[src/rtl/srl_fifo_pkg.sv]
// Shared widths, helper math and output-mode encoding for the SRL FIFO family.
package srl_fifo_pkg;

    typedef enum logic {
        MODE_REG  = 1'b0,
        MODE_FWFT = 1'b1
    } out_mode_e;

    localparam int DEF_DATA_WIDTH = 32;
    localparam int DEF_DEPTH      = 16;
    localparam int DEF_AF_THRESH  = 14;

    function automatic int clog2(input int v);
        int r;
        r = 0;
        for (int i = 0; i < 31; i++) begin
            if ((1 << i) < v) r = i + 1;
        end
        return r;
    endfunction

    // A one-entry store still needs a one-bit index.
    function automatic int addr_w(input int depth);
        return (depth <= 1) ? 1 : clog2(depth);
    endfunction

    function automatic int cnt_w(input int depth);
        return clog2(depth + 1);
    endfunction

endpackage

[src/rtl/srl_fifo_ctrl_if.sv]
// FIFO handshake bundle: write/read requests with clock-enables plus status outputs.
interface srl_fifo_ctrl_if
    import srl_fifo_pkg::*;
#(
    parameter int DATA_WIDTH = DEF_DATA_WIDTH,
    parameter int CNT_WIDTH  = cnt_w(DEF_DEPTH)
);
    logic                  if_write_ce;
    logic                  if_write;
    logic [DATA_WIDTH-1:0] if_din;
    logic                  if_full_n;
    logic                  if_read_ce;
    logic                  if_read;
    logic [DATA_WIDTH-1:0] if_dout;
    logic                  if_empty_n;
    logic [CNT_WIDTH-1:0]  count;
    logic                  almost_full;
    logic                  ovf_err;
    logic                  udf_err;

    modport master (
        output if_write_ce, if_write, if_din, if_read_ce, if_read,
        input  if_full_n, if_dout, if_empty_n, count, almost_full, ovf_err, udf_err
    );

    modport slave (
        input  if_write_ce, if_write, if_din, if_read_ce, if_read,
        output if_full_n, if_dout, if_empty_n, count, almost_full, ovf_err, udf_err
    );
endinterface

[src/rtl/srl_fifo_store.sv]
// Un-reset shift-register array: write shifts everything up one and loads entry 0.
// Latency: write visible after the edge; read port is combinational on addr.
// Backpressure: none here, the controller gates we.
module srl_fifo_store #(
    parameter int DATA_WIDTH = 32,
    parameter int DEPTH      = 16,
    parameter int ADDR_WIDTH = 4
) (
    input  logic                  clk,
    input  logic                  we,
    input  logic [ADDR_WIDTH-1:0] addr,
    input  logic [DATA_WIDTH-1:0] din,
    output logic [DATA_WIDTH-1:0] dout
);
    logic [DATA_WIDTH-1:0] mem [DEPTH];

    // No reset and no enables beyond we, so this maps onto SRL primitives.
    always_ff @(posedge clk) begin
        if (we) begin
            mem[0] <= din;
            for (int i = 1; i < DEPTH; i++) begin
                mem[i] <= mem[i-1];
            end
        end
    end

    assign dout = mem[addr];
endmodule

[src/rtl/srl_fifo_ctrl.sv]
// SRL FIFO with occupancy, almost-full, FWFT/registered output and sticky error flags.
// Latency: push at edge N readable after N; registered mode presents popped data one cycle after pop.
// Backpressure: push gated by if_full_n, pop gated by if_empty_n; refused requests set error flags.
module srl_fifo_ctrl
    import srl_fifo_pkg::*;
#(
    parameter int DATA_WIDTH = DEF_DATA_WIDTH,
    parameter int DEPTH      = DEF_DEPTH,
    parameter int ADDR_WIDTH = addr_w(DEPTH),
    parameter int CNT_WIDTH  = cnt_w(DEPTH),
    parameter int FWFT       = 1,
    parameter int AF_THRESH  = DEF_AF_THRESH
) (
    input  logic            clk,
    input  logic            reset_n,
    srl_fifo_ctrl_if.slave  fifo
);
    localparam out_mode_e            MODE     = (FWFT != 0) ? MODE_FWFT : MODE_REG;
    localparam logic [CNT_WIDTH-1:0] CNT_FULL = CNT_WIDTH'(DEPTH);
    localparam logic [CNT_WIDTH-1:0] CNT_AF   = CNT_WIDTH'(AF_THRESH);

    logic [CNT_WIDTH-1:0]  count_q, cnt_nxt;
    logic [ADDR_WIDTH-1:0] head_q, head_nxt;
    logic                  empty_n_q, full_n_q, af_q;
    logic                  ovf_q, udf_q;
    logic [DATA_WIDTH-1:0] dout_q, store_dout;
    logic                  wr_req, rd_req, push, pop;

    assign wr_req = fifo.if_write & fifo.if_write_ce;
    assign rd_req = fifo.if_read & fifo.if_read_ce;
    assign push   = wr_req & full_n_q;
    assign pop    = rd_req & empty_n_q;

    // Head tracks count-1, pinned at 0 across the empty/one-entry transitions.
    always_comb begin
        cnt_nxt  = count_q;
        head_nxt = head_q;
        if (push && !pop) begin
            cnt_nxt = count_q + CNT_WIDTH'(1);
            if (count_q != '0) head_nxt = head_q + ADDR_WIDTH'(1);
        end else if (pop && !push) begin
            cnt_nxt = count_q - CNT_WIDTH'(1);
            if (count_q != CNT_WIDTH'(1)) head_nxt = head_q - ADDR_WIDTH'(1);
        end
    end

    always_ff @(posedge clk or negedge reset_n) begin
        if (!reset_n) begin
            count_q   <= '0;
            head_q    <= '0;
            empty_n_q <= 1'b0;
            full_n_q  <= 1'b1;
            af_q      <= 1'b0;
            ovf_q     <= 1'b0;
            udf_q     <= 1'b0;
            dout_q    <= '0;
        end else begin
            count_q   <= cnt_nxt;
            head_q    <= head_nxt;
            empty_n_q <= (cnt_nxt != '0);
            full_n_q  <= (cnt_nxt != CNT_FULL);
            af_q      <= (cnt_nxt >= CNT_AF);
            ovf_q     <= ovf_q | (wr_req & ~full_n_q);
            udf_q     <= udf_q | (rd_req & ~empty_n_q);
            if (pop) dout_q <= store_dout;
        end
    end

    srl_fifo_store #(
        .DATA_WIDTH (DATA_WIDTH),
        .DEPTH      (DEPTH),
        .ADDR_WIDTH (ADDR_WIDTH)
    ) u_store (
        .clk  (clk),
        .we   (push),
        .addr (head_q),
        .din  (fifo.if_din),
        .dout (store_dout)
    );

    assign fifo.if_dout     = (MODE == MODE_FWFT) ? store_dout : dout_q;
    assign fifo.if_empty_n  = empty_n_q;
    assign fifo.if_full_n   = full_n_q;
    assign fifo.count       = count_q;
    assign fifo.almost_full = af_q;
    assign fifo.ovf_err     = ovf_q;
    assign fifo.udf_err     = udf_q;
endmodule

[src/flat_wrapper.sv]
// flat-port wrapper written by rule: the top's interface ports become plain ports
module srl_fifo_ctrl_flat import srl_fifo_pkg::*;
#(
    parameter int DATA_WIDTH = DEF_DATA_WIDTH,
    parameter int DEPTH      = DEF_DEPTH,
    parameter int ADDR_WIDTH = addr_w(DEPTH),
    parameter int CNT_WIDTH  = cnt_w(DEPTH),
    parameter int FWFT       = 1,
    parameter int AF_THRESH  = DEF_AF_THRESH
)
  (clk, reset_n, fifo_if_write_ce, fifo_if_write, fifo_if_din, fifo_if_read_ce, fifo_if_read, fifo_if_full_n, fifo_if_dout, fifo_if_empty_n, fifo_count, fifo_almost_full, fifo_ovf_err, fifo_udf_err);
  srl_fifo_ctrl_if #(.DATA_WIDTH(DATA_WIDTH), .CNT_WIDTH(CNT_WIDTH)) fifo_i ();
  input  logic clk;
  input  logic reset_n;
  input wire logic [$bits(fifo_i.if_write_ce)-1:0] fifo_if_write_ce;
  input wire logic [$bits(fifo_i.if_write)-1:0] fifo_if_write;
  input wire logic [$bits(fifo_i.if_din)-1:0] fifo_if_din;
  input wire logic [$bits(fifo_i.if_read_ce)-1:0] fifo_if_read_ce;
  input wire logic [$bits(fifo_i.if_read)-1:0] fifo_if_read;
  output wire logic [$bits(fifo_i.if_full_n)-1:0] fifo_if_full_n;
  output wire logic [$bits(fifo_i.if_dout)-1:0] fifo_if_dout;
  output wire logic [$bits(fifo_i.if_empty_n)-1:0] fifo_if_empty_n;
  output wire logic [$bits(fifo_i.count)-1:0] fifo_count;
  output wire logic [$bits(fifo_i.almost_full)-1:0] fifo_almost_full;
  output wire logic [$bits(fifo_i.ovf_err)-1:0] fifo_ovf_err;
  output wire logic [$bits(fifo_i.udf_err)-1:0] fifo_udf_err;
  assign fifo_i.if_write_ce = fifo_if_write_ce;
  assign fifo_i.if_write = fifo_if_write;
  assign fifo_i.if_din = fifo_if_din;
  assign fifo_i.if_read_ce = fifo_if_read_ce;
  assign fifo_i.if_read = fifo_if_read;
  assign fifo_if_full_n = fifo_i.if_full_n;
  assign fifo_if_dout = fifo_i.if_dout;
  assign fifo_if_empty_n = fifo_i.if_empty_n;
  assign fifo_count = fifo_i.count;
  assign fifo_almost_full = fifo_i.almost_full;
  assign fifo_ovf_err = fifo_i.ovf_err;
  assign fifo_udf_err = fifo_i.udf_err;
  srl_fifo_ctrl #(.DATA_WIDTH(DATA_WIDTH), .DEPTH(DEPTH), .ADDR_WIDTH(ADDR_WIDTH), .CNT_WIDTH(CNT_WIDTH), .FWFT(FWFT), .AF_THRESH(AF_THRESH)) u_core (.clk(clk), .reset_n(reset_n), .fifo(fifo_i));
endmodule
[config.mk]
export PLATFORM = sky130hd
export DESIGN_NAME = srl_fifo_ctrl_flat
export DESIGN_NICKNAME = d
export VERILOG_FILES = /design/src/rtl/srl_fifo_pkg.sv /design/src/rtl/srl_fifo_ctrl_if.sv /design/src/rtl/srl_fifo_store.sv /design/src/rtl/srl_fifo_ctrl.sv /design/src/flat_wrapper.sv
export SDC_FILE = /design/constraint.sdc
export NUM_CORES = 1
export LEC_CHECK = 0
export ABC_AREA = 1
export BUFFER_PORTS_ARGS = -buffer_cell sky130_fd_sc_hd__buf_2
export CORE_MARGIN = 2
export CORE_UTILIZATION = 62
export DETAILED_ROUTE_END_ITERATION = 7
export GPL_ROUTABILITY_DRIVEN = 0
export MAX_ROUTING_LAYER = met4
export PLACE_DENSITY = 0.76
export REMOVE_ABC_BUFFERS = 1
export SLEW_MARGIN = 20
export SYNTH_ARGS = -nofsm -noshare
export SYNTH_HDL_FRONTEND = slang
export SYNTH_HIERARCHICAL = 1
export SYNTH_SLANG_ARGS = --single-unit
[constraint.sdc]
create_clock -name clk -period 18 [get_ports clk]
set_input_delay 2.7 -clock clk [delete_from_list [all_inputs] [get_ports clk]]
set_output_delay 2.7 -clock clk [all_outputs]
set_load 0.02 [all_outputs]
==> qor.yml, run 1 <==
drt:
  drt_iter0_drc: 1491
  vias_per_cell: 5.343
  wirelength_um: 43590
  final_antenna_net_count: 0
  routedWlPerCell_um: 16.02
  post-route-drc-count: 0
  drt-pass1-iter-count: 6
  vias: 14540
cells_and_area:
  area_growth_pct: 8.506
  final_cells: 2722
  fin_util: 0.6812
  final_area_sq_um: 24820
  fin_nets: 2264
  n_antenna_cell: 0
  nFillCells: 2655
  seqCellArea_sq_um: 15740
  layout-drive-gt1-share: 0.07409
  multiInputGateArea_sq_um: 4923
timing:
  finClkSkew_ns: 0.02225
  drv_slew: 0
  max_freq_mhz: 153.5
  tightest_slew_ns: 1.123
  setup_tns_ns: 0
  finalSetupViolCount: 0
  final_hold_viol_count: 0
  post-route-period-util: 0.3620
  rsz0062_at_grt: "false"
  max_slew_margin: 0.2512
  period_minus_slack_ns: 6.516
power_and_ir_drop:
  p_int_mw: 2.433
  pwr-share-comb: 0.323
  switching_share: 0.3722
  power.density_nw_per_um2: 156.1
  leakagePower_nw: 10.91
  switching_power_mw: 1.442
  ir_drop_uv: 130.6
  pwr-share-seq: 0.420
  total_power_mw: 3.875
  power_frac_clock: 0.256
logic_synthesis:
  synthTopCellsByCount: "nand2_1 (709), edfxtp_1 (512), inv_1 (401)"
  post-synth-top-count-cell: "nand2_1"
  syn_inst: 2178
  ys_seq_elements: 526
  synth_area_leader_cell: "edfxtp_1"
  yosys_warnings: 6
  synthTopCellsByArea: "edfxtp_1 (67%), nand2_1 (12%), nand3_1 (8.7%), inv_1 (6.6%), dfrtp_1 (1.4%)"
  synth_flop_cell: "edfxtp_1"
  async_flop_share: 0.02662
  netlist_area_sq_um: 22870
  synth.avg_cell_area_sq_um: 10.50
  synth_top_area_share: 0.6722
  synth-seq-area-share: 0.6875
  synth-edff-count: 512
  yosysUniqueCellTypes: 27
clock_network:
  cts_tree: "yes"
  cts-root-buf: "clkbuf_16"
  cts_sinks: 526
  clock_path_buffers: 3
  post_cts_buffers: 0
  path_clk_slew_ns: 0.06
  postCtsHoldBufs: 0
  cts_made_buffers: 52
  htree_levels: 2
  clk_latency_ns: 0.57
  cts_resized: 0
placed_design:
  place_area_sq_um: 23280
  numPortBuffers: 79
  dp_cells: 2631
  hpwl_um: 21880
flow_run:
  cap_viol_max_count: 0
worst_setup_path:
  end_kind: "primary output"
  path_class: "reg -> out"
  cp.required_ns: 15.30
  start_kind: "flop"
  crit_fanout: 191
  critPathArrivalTime_ns: 3.82
floorplan:
  ios: 80
  die_y_um: 196.1
  die_area_sq_um: 38450
  core_area_sq_um: 36430
  fp-row-count: 70
  initial_core_util: 0.6278
  dieWidth_um: 196.1
grt:
  grt_util_all_layers: 0.2357
  grt-ovfl-total: 0
  grt_max_degree: 212
  grt_pass1_vias: 14070
  antenna_found_initial: 0
  grt_pass1_wl_um: 71190
min_path:
  hold_path_class: "reg -> reg"
outcome:
  status: "finished, final reports clean"
## per-layer routing
| metal | vias to the layer above | GRT usage | share of wire |
|---|---|---|---|
| li1 | 7089 | - | - |
| met1 | 6925 | 0.3344 | 0.44 |
| met2 | 471 | 0.3665 | 0.48 |
| met3 | 59 | 0.03387 | 0.067 |
| met4 | 0 | 0.05808 | 0.015 |
| met5 | - | - | 0 |
## flip-flops by register name (all words and copies together), names as in the netlist
signal	count
u_core/fifo.count	5
u_core/head_q	4
u_core/fifo.if_full_n	1
u_core/fifo.ovf_err	1
u_core/fifo.almost_full	1
u_core/fifo.udf_err	1
u_core/u_store/mem	512
u_core/fifo.if_empty_n	1
## placed cells by master (no fill, tap or decap), types with 9 or more instances in the layout
master	synthesis	final
buf_2	43	79
buf_4	7	10
clkbuf_1	12	17
clkbuf_16	0	54
clkinv_1	0	12
dfrtp_1	13	9
edfxtp_1	512	512
ha_1	9	9
inv_1	401	398
nand2_1	709	709
nand3_1	396	396
nor2_1	10	10
## metrics by stage
stage	setup slack (ns)	hold slack [ns]
2_1_floorplan	2.851	0.4264
3_3_place_gp	11.25	0.4276
3_5_place_dp	11.12	0.4323
4_1_cts	11.48	0.4309
5_1_grt	11.25	0.4495
6_report	11.48	0.4391
## cells by family after synthesis
| group | after synthesis | synth area share |
|---|---|---|
| AOI/OAI and AO/OA | 7 | 0.002243 |
| and+or+nand+nor | 1122 | 0.2066 |
| buffers and inverters | 510 | 0.09720 |
| DFF | 526 | 0.6875 |
| adders and majority gates | 9 | 0.004923 |
| xor gates and xnor gates | 4 | 0.001532 |
## worst max-delay path, cell delays in order, from the launching register on
cell and delay [ns]:
dfrtp_4 0.82, clkinv_8 0.72, buf_4 0.66, nand2_1 0.16, nand3_1 0.09, nand3_1 0.14, nand3_1 0.12, nand2_1 0.15
buf_2 0.18
## path summary, 6_finish.rpt
kind / end / slack, ns / from / depth (start not counted)
worst max register to register: u_core/u_store/mem[11][4] / 13.47 / u_core/fifo.if_full_n / 5
worst min-delay path: u_core/u_store/mem[3][30] / 0.44 / u_core/u_store/mem[2][30] / 0
max in group asynchronous: u_core/fifo.if_full_n / 15.67 / reset_n / 1
worst max-delay path: fifo_if_dout[22] / 11.48 / u_core/head_q[0] / 8
worst min register to register: u_core/u_store/mem[3][30] / 0.44 / u_core/u_store/mem[2][30] / 0
min in group asynchronous: u_core/fifo.ovf_err / 2.04 / reset_n / 1
## power groups by stage
| stage | Clock, mW | Combinational [mW] | Sequential, mW |
|---|---|---|---|
| floorplan | 0 | 0.858 | 1.73 |
| global placement | 0 | 1.22 | 1.64 |
| detailed placement | 0 | 1.25 | 1.65 |
| CTS | 1.01 | 1.26 | 1.63 |
| global route | 1.06 | 1.40 | 1.65 |
| finish | 0.993 | 1.25 | 1.63 |
## layout make-up
class,instances,area share
clock buffers,71,0.05702
clock inverters,20,0.004890
inverters,405,0.06221
multi-input cells,1142,0.1984
flip-flops and latches,526,0.6341
well taps,468,0.02359
repair buffers,90,0.01976
Note: power is estimated with default switching activity, not from simulation.
==> inputs of run 2 (changes only) <==
Clock period 18 ns to 6.02 ns, I/O delays scaled along.
==> run 2 against run 1 <==
Net effect:
- via count rose by 0.85%
- total power rose to 3.1 times the previous value
- critical path depth rose by 1
- sequential share of layout area fell by 0.47 points
- clock skew fell by 0.0050 ns
- first-iteration DRC count rose by 9.5%
- combinational power rose to 3.0 times the previous value
- clock-buffer cell count fell by 6
- largest power group unchanged
- cell count rose by 0.11%
==> qor.yml, run 2 (synthesis gave the netlist of run 1 again) <==
timing:
  setup_tns_ns: 0
  drv_slew: 0
  finalSetupViolCount: 0
  timing.final.ws_setup_ns: 1.595
  max_slew_margin: 0.2371
  max_freq_mhz: 226.0
  rsz0062_at_grt: "false"
  period_minus_slack_ns: 4.425
  finClkSkew_ns: 0.01726
  hold_slack_ns: 0.2186
  tightest_slew_ns: 1.144
  post-route-period-util: 0.7350
  final_hold_viol_count: 0
clock_network:
  clock_path_buffers: 3
  cts_resized: 0
  clk_latency_ns: 0.59
  path_clk_slew_ns: 0.06
  cts_sinks: 526
  htree_levels: 2
  postCtsHoldBufs: 0
  cts_tree: "yes"
  cts-root-buf: "clkbuf_16"
  post_cts_buffers: 0
  cts_made_buffers: 54
grt:
  grt_pass1_wl_um: 72260
  grt_util_all_layers: 0.2418
  grt-ovfl-total: 0
  grt_pass1_vias: 14090
  grt_max_degree: 213
  antenna_found_initial: 0
power_and_ir_drop:
  leakagePower_nw: 11.00
  total_power_mw: 11.88
  switching_power_mw: 4.390
  power.density_nw_per_um2: 475.1
  switching_share: 0.3695
  pwr-share-comb: 0.317
  p_int_mw: 7.491
  ir_drop_uv: 391.6
  power_frac_clock: 0.272
  pwr-share-seq: 0.411
placed_design:
  place_area_sq_um: 23310
  pre_cts_slack_ns: 2.294
  dp_cells: 2629
  hpwl_um: 22740
  numPortBuffers: 79
worst_setup_path:
  critPathArrivalTime_ns: 3.52
  path_buf_inv: 3
  start_kind: "flop"
  critPathMaxStageDelay_ns: 0.75
  path_common_cell: "nand2_1"
  r2r_start: "u_core/fifo.if_full_n"
  critPathTopFamily: "buffers and inverters"
  crit_fanout: 173
  path_class: "reg -> out"
  cpMaxStageDelayCell: "inv_8"
  crit_start: "u_core/head_q[0]"
  r2r_slack_ns: 3.11
  end_kind: "primary output"
  path_cells: "inv_8, buf_12, nand2_1, nand2_1, nand2_1, nand3_1, nand3_1, nand2_1, buf_2"
  r2r_end: "u_core/u_store/mem[14][30]"
  reg2reg_depth: 3
  cp.required_ns: 5.12
cells_and_area:
  area_growth_pct: 9.321
  fin_nets: 2264
  n_antenna_cell: 0
  final_area_sq_um: 25010
  largest_reg_flops: 512
  fin_util: 0.6863
  layout-drive-gt1-share: 0.07887
  final_cells: 2725
  final_common_cell: "nand2_1"
  final_cell_mix: "nand2_1 (709), edfxtp_1 (512), inv_1 (398), nand3_1 (396), buf_2 (79)"
  top_register: "u_core/u_store/mem"
drt:
  vias_per_cell: 5.382
  final_antenna_net_count: 0
  post-route-drc-count: 0
  drt-pass1-iter-count: 6
  drt_iter0_drc: 1632
  wirelength_um: 44540
  vias: 14670
  routedWlPerCell_um: 16.34
floorplan:
  core_area_sq_um: 36430
  fp-row-count: 70
  ios: 80
  die_area_sq_um: 38450
  die_y_um: 196.1
  initial_core_util: 0.6278
  dieWidth_um: 196.1
min_path:
  hold_path_class: "in -> async"
outcome:
  status: "finished, final reports clean"
flow_run:
  cap_viol_max_count: 0
-- run 2: cell types whose count changed in the layout (fill, tap and decap cells not counted), sizes merged --
cell,change
clkinvlp,+2
bufinv,+4
buf,-2
inv,+2
clkinv,+3
clkbuf,-6
-- run 2: worst max-delay path by stage --
stage                            end  depth (start not counted)
CTS                 fifo_if_dout[25]                          6
floorplan           u_core/head_q[3]                         12
finish               fifo_if_dout[1]                          9
global placement    fifo_if_dout[22]                          6
detailed placement  fifo_if_dout[25]                          6
global route         fifo_if_dout[1]                          9
-- run 2: worst reg2reg max path, cell delays in order (launching register included) --
cell and delay, ns:
dfstp_2 0.54, nand3_1 0.21, inv_8 0.67, buf_4 1.04
-- run 2: power groups by stage --
stage	Clock [mW]	Combinational [mW]	Sequential (mW)
final	3.24	3.77	4.88
after global routing	3.42	4.20	4.93
after CTS	3.29	3.78	4.88
after detailed placement	0	3.74	4.95
after global placement	0	3.68	4.93
after floorplan	0	2.56	5.17
-- run 2: area by class of cell --
class,instances,area (sq um)
Timing Repair Buffer,88,525.5
Multi-Input combinational cell,1142,4923
Tap cell,468,585.6
Inverter,405,1539
Fill cell,2656,11430
Clock buffer,65,1414
Clock inverter,31,279.0
Sequential cell,526,15740
-- run 2: layer usage --
layer,track usage,part of all wire,up-vias
met3,0.03369,0.065,70
met1,0.3413,0.43,6984
met2,0.3712,0.48,515
met5,-,0,-
li1,-,-,7098
met4,0.07520,0.021,0
